===== src/rtl/prio_grant_arbiter.sv =====
// prio_grant_arbiter: highest-index-wins arbiter for 8 requesters.
// A grant is held while its request stays high, up to MAX_HOLD cycles.
// A requester that hits the hold limit is masked for the next arbitration.
// All outputs come straight from flops.
module prio_grant_arbiter #(
  parameter int unsigned MAX_HOLD = 16
) (
  input  logic       clk,
  input  logic       rst_n,
  input  logic [7:0] req,
  input  logic       en,
  output logic [7:0] gnt,
  output logic [2:0] gnt_idx,
  output logic       gnt_valid,
  output logic       timeout,
  output logic       busy
);

  typedef enum logic [1:0] {
    ST_IDLE  = 2'd0,
    ST_GRANT = 2'd1,
    ST_GAP   = 2'd2
  } state_e;

  state_e     state_q, state_d;
  logic [7:0] gnt_q, gnt_d;
  logic [2:0] gnt_idx_q, gnt_idx_d;
  logic       gnt_valid_q, gnt_valid_d;
  logic       timeout_q, timeout_d;
  logic       busy_q, busy_d;
  logic [7:0] mask_q, mask_d;
  logic [7:0] hold_cnt_q, hold_cnt_d;

  logic [7:0] masked_s;
  logic       fallback_s;
  logic [7:0] eff_s;
  logic [2:0] winner_s;
  logic [7:0] mask_set_s;
  logic       hold_hit_s;

  // Effective request, priority pick and next-state for FSM, mask and outputs
  always_comb begin
    masked_s   = req & ~mask_q;
    fallback_s = (masked_s == 8'd0);
    eff_s      = fallback_s ? req : masked_s;
    // Ascending scan: the last (highest) set bit overwrites earlier ones.
    winner_s   = 3'd0;
    for (int i = 0; i < 8; i++) begin
      if (eff_s[i]) begin
        winner_s = 3'(i);
      end else begin
        winner_s = winner_s;
      end
    end
    hold_hit_s  = (hold_cnt_q == 8'(MAX_HOLD));

    state_d     = state_q;
    gnt_d       = gnt_q;
    gnt_idx_d   = gnt_idx_q;
    gnt_valid_d = gnt_valid_q;
    timeout_d   = 1'b0;
    busy_d      = busy_q;
    hold_cnt_d  = hold_cnt_q;
    mask_set_s  = 8'd0;

    case (state_q)
      ST_IDLE: begin
        if (en && (eff_s != 8'd0)) begin
          state_d     = ST_GRANT;
          gnt_d       = 8'd1 << winner_s;
          gnt_idx_d   = winner_s;
          gnt_valid_d = 1'b1;
          busy_d      = 1'b1;
          hold_cnt_d  = 8'd1;
        end else begin
          state_d     = ST_IDLE;
          busy_d      = 1'b0;
          hold_cnt_d  = 8'd0;
        end
      end
      ST_GRANT: begin
        // Release takes precedence over the hold limit at the same edge.
        if (!req[gnt_idx_q]) begin
          state_d     = ST_GAP;
          gnt_d       = 8'd0;
          gnt_idx_d   = 3'd0;
          gnt_valid_d = 1'b0;
          hold_cnt_d  = 8'd0;
        end else if (hold_hit_s) begin
          state_d     = ST_GAP;
          gnt_d       = 8'd0;
          gnt_idx_d   = 3'd0;
          gnt_valid_d = 1'b0;
          hold_cnt_d  = 8'd0;
          timeout_d   = 1'b1;
          mask_set_s  = 8'd1 << gnt_idx_q;
        end else begin
          hold_cnt_d  = hold_cnt_q + 8'd1;
        end
      end
      ST_GAP: begin
        state_d = ST_IDLE;
        busy_d  = 1'b0;
      end
      default: begin
        state_d     = ST_IDLE;
        gnt_d       = 8'd0;
        gnt_idx_d   = 3'd0;
        gnt_valid_d = 1'b0;
        busy_d      = 1'b0;
        hold_cnt_d  = 8'd0;
      end
    endcase

    // Bits clear whenever their request is low (clear beats set); when the
    // mask would hide every request it is dropped entirely.
    if (fallback_s) begin
      mask_d = mask_set_s & req;
    end else begin
      mask_d = (mask_q | mask_set_s) & req;
    end
  end

  // State, mask, hold counter and output registers
  always_ff @(posedge clk or negedge rst_n) begin
    if (!rst_n) begin
      state_q     <= ST_IDLE;
      gnt_q       <= 8'd0;
      gnt_idx_q   <= 3'd0;
      gnt_valid_q <= 1'b0;
      timeout_q   <= 1'b0;
      busy_q      <= 1'b0;
      mask_q      <= 8'd0;
      hold_cnt_q  <= 8'd0;
    end else begin
      state_q     <= state_d;
      gnt_q       <= gnt_d;
      gnt_idx_q   <= gnt_idx_d;
      gnt_valid_q <= gnt_valid_d;
      timeout_q   <= timeout_d;
      busy_q      <= busy_d;
      mask_q      <= mask_d;
      hold_cnt_q  <= hold_cnt_d;
    end
  end

  assign gnt       = gnt_q;
  assign gnt_idx   = gnt_idx_q;
  assign gnt_valid = gnt_valid_q;
  assign timeout   = timeout_q;
  assign busy      = busy_q;

endmodule

===== config.mk =====
export PLATFORM = sky130hd
export DESIGN_NAME = prio_grant_arbiter
export DESIGN_NICKNAME = d
export VERILOG_FILES = /design/src/rtl/prio_grant_arbiter.sv
export SDC_FILE = /design/constraint.sdc
export NUM_CORES = 1
export LEC_CHECK = 0
export ABC_AREA = 1
export BUFFER_PORTS_ARGS = -buffer_cell sky130_fd_sc_hd__buf_4
export CORE_UTILIZATION = 40
export DETAILED_ROUTE_END_ITERATION = 10
export GPL_ROUTABILITY_DRIVEN = 0
export PLACE_DENSITY = 0.7
export SLEW_MARGIN = 20
export SYNTH_ARGS = -nofsm -noshare
export SYNTH_HDL_FRONTEND = slang
export SYNTH_SLANG_ARGS = --single-unit

===== constraint.sdc =====
create_clock -name clk -period 1.6 [get_ports clk]
set_input_delay 0.16 -clock clk [delete_from_list [all_inputs] [get_ports clk]]
set_output_delay 0.16 -clock clk [all_outputs]
set_load 0.1 [all_outputs]

==> reports/metrics.csv <==
metric,value,unit
status,"finished, violations left",
failing checks,setup timing,
Max Root-Sink Buffers,2,
met3 wire length,206,um
Worst-Skew Late Latency,290,ps
initial antenna violation count,0,
Synth top area share,45.4,%
Final Instance Count excl. Fillers,348,
Synthesized Nets,232,
syn avg cell area,8.06,sq um
clk_skew,8.27,ps
Hold WS,241,ps
"Seq/Total Area, Yosys",45.4,%
proportion of layout cells with a drive suffix above 1,52.3,%
DRC,0,
Final Max Tran Viols,0,
max_cap viols,0,
DIE AREA,4680,sq um
Antenna diodes,0,
die width,68.4,um
Via Count,1686,
CTS tree,yes,
setup ws final,-178,ps
"top cells by area, synth","dfrtp_1 (45%), nand2_1 (14%), inv_1 (6.6%)",
I/O pin total,25,
Ys Warns,0,
Sink Count,32,
Routed WL,4640,um
Post-Syn Instances,219,
final core occ,66.9,%
worst slew pin tran,413,ps
Setup WS pre-CTS,-222,ps
vias in the first global route,1642,
via/cell ratio,4.84,
RSZ-0062 raised after global routing,yes,
power per cell area,1580,nW/um^2
CTS H-tree depth,2,
PortBufs,24,
ys async rst share,100,%
Setup crit end kind,flip-flop,
Syn Std Cell Area,1760,sq um
largest net degree at the start of global routing,33,
met2 wire length,2250,um
critical path data arrival time,1940,ps
FF-to-FF path depth,11,
Peak Freq,562,MHz
fin nets,310,
Worst EP required,1770,ps
Placed Cells,328,
Avg WL per Cell,13.3,um
"Max FO, Critical Path",7,
highest routed metal layer,met4,
Area Growth Syn to Fin,56.0,%
M1 wire length,2140,um
Global Route Usage Sum,21.4,%
main flop type after synthesis,dfrtp_1,
core area,4120,sq um
number of synthesized flops with an enable pin,0,
post-synth cell types,30,
hold path depth,3,
Final HPWL DP,2990,um
total CTS buffers,5,
gr ovfl total,0,
Die Y-Extent,68.4,um
CP startpoint kind,flip-flop,
Min-Delay Path Class,primary input to flip-flop,
"FF+latch count, synth",32,
leading area contributor after synthesis,dfrtp_1,
CTS Root Buffer Type,clkbuf_8,
Initial Utilization,42.9,%
minimum clock period after layout,1780,ps
Clock transition at path regs,60,ps
Final Hold Viols,0,
first-pass GRT wire length,7310,um
Pleak,1.35,nW
1st-iter DRT viols,62,
Final TNS setup,-2980,ps
critical setup path kind,flip-flop to flip-flop,
ANT nets after route,0,
"Setup violations, final",23,
VDD IR max,1.16,mV
TritonRoute pass-1 iters,4,
Tcrit/Tclk final,111,%
slew margin rel.,72.5,%
Rows,23,
[per-stage QoR]
step	total power (W)	cell area, sq um
after floorplan	0.00245	1780
after global placement	0.00298	2290
after detailed placement	0.00299	2290
after CTS	0.00399	2530
after global routing	0.00455	2750
final	0.00434	2750
[critical path, cell delays in order, from the launching register on]
cell     delay, ps
dfrtp_4        510
nand2_2         80
inv_2           50
nand2_1         70
nand4_1        120
o21ai_2        230
nor2_4          60
a21oi_4        160
buf_12         140
nand2_8         80
nand2_1         70
o21ai_1         70
[sequential cells by signal, summed over array words and instances, names as in the netlist]
| signal | flops |
|---|---|
| mask_q | 8 |
| state_q | 2 |
| gnt_valid | 1 |
| timeout | 1 |
| gnt | 8 |
| hold_cnt_q | 8 |
| busy | 1 |
| gnt_idx | 3 |
[routing by layer]
| metal | vias up | track usage, % |
|---|---|---|
| li1 | 860 | - |
| met1 | 788 | 28.2 |
| met2 | 32 | 35.0 |
| met3 | 6 | 5.17 |
| met4 | 0 | 5.47 |
| met5 | - | 0 |
[Yosys cell counts (4+ instances only)]
cell type  instances
a21boi_1           6
nand3_1           15
nor2_1             9
nand2_2            8
inv_1             31
nand2_1           66
xor2_1             5
nand4_1            4
o22ai_1            6
o21ai_0            5
dfrtp_1           32
nand2_4            4
[layout by cell type (no fill, tap or decap), types with 6 or more instances in the layout]
master and n:
nor2_4 6, nand3_1 14, nand2_2 34, nand2_1 32, nand2_4 10, inv_1 25, dfrtp_1 29, o22ai_1 6
buf_4 68, a21boi_1 7
[final timing paths]
kind / endpoint / startpoint / slack (ps)
min in group asynchronous: gnt_idx[2] / rst_n / 350
setup / recovery: gnt[2] / gnt_idx[0] / -180
hold / removal: gnt[2] / en / 240
hold reg to reg: gnt[7] / gnt[7] / 500
setup reg to reg: gnt[2] / gnt_idx[0] / -180
max in group asynchronous: gnt_idx[1] / rst_n / 910
[final cells by class]
cell class                      instances  area [sq um]
Timing Repair Buffer                   71           552
Clock buffer                            6          72.6
Sequential cell                        32           812
Fill cell                             305          1360
Clock inverter                          2          35.0
Multi-Input combinational cell        155          1090
Inverter                               32           125
Tap cell                               50          62.6
[repair_timing]
action                                  4_1_cts  5_1_grt
gates cloned                                  1        1
pin swaps                                     8       20
buffers inserted                              4        5
hold endpoints to repair                     32        0
endpoints found under the setup margin       30       30
hold buffers                                  1        0
resized for setup                            26       46
[report_power, final]
group,internal [W],switching [W],total [W]
logic,0.000800,0.00164,0.00244
clock network,0.000462,0.000301,0.000762
registers,0.000971,0.000163,0.00113
total,0.00223,0.00210,0.00434
[kinds of logic after synthesis]
group,synth area share [%]
flip-flops,45.4
XOR/XNOR,2.98
AND/OR/NAND/NOR,32.1
AO/OA/AOI/OAI,10.5
buffers and inverters,7.66
adder cells (fa/ha/maj),1.42
Note: power is estimated with default switching activity, not from simulation.
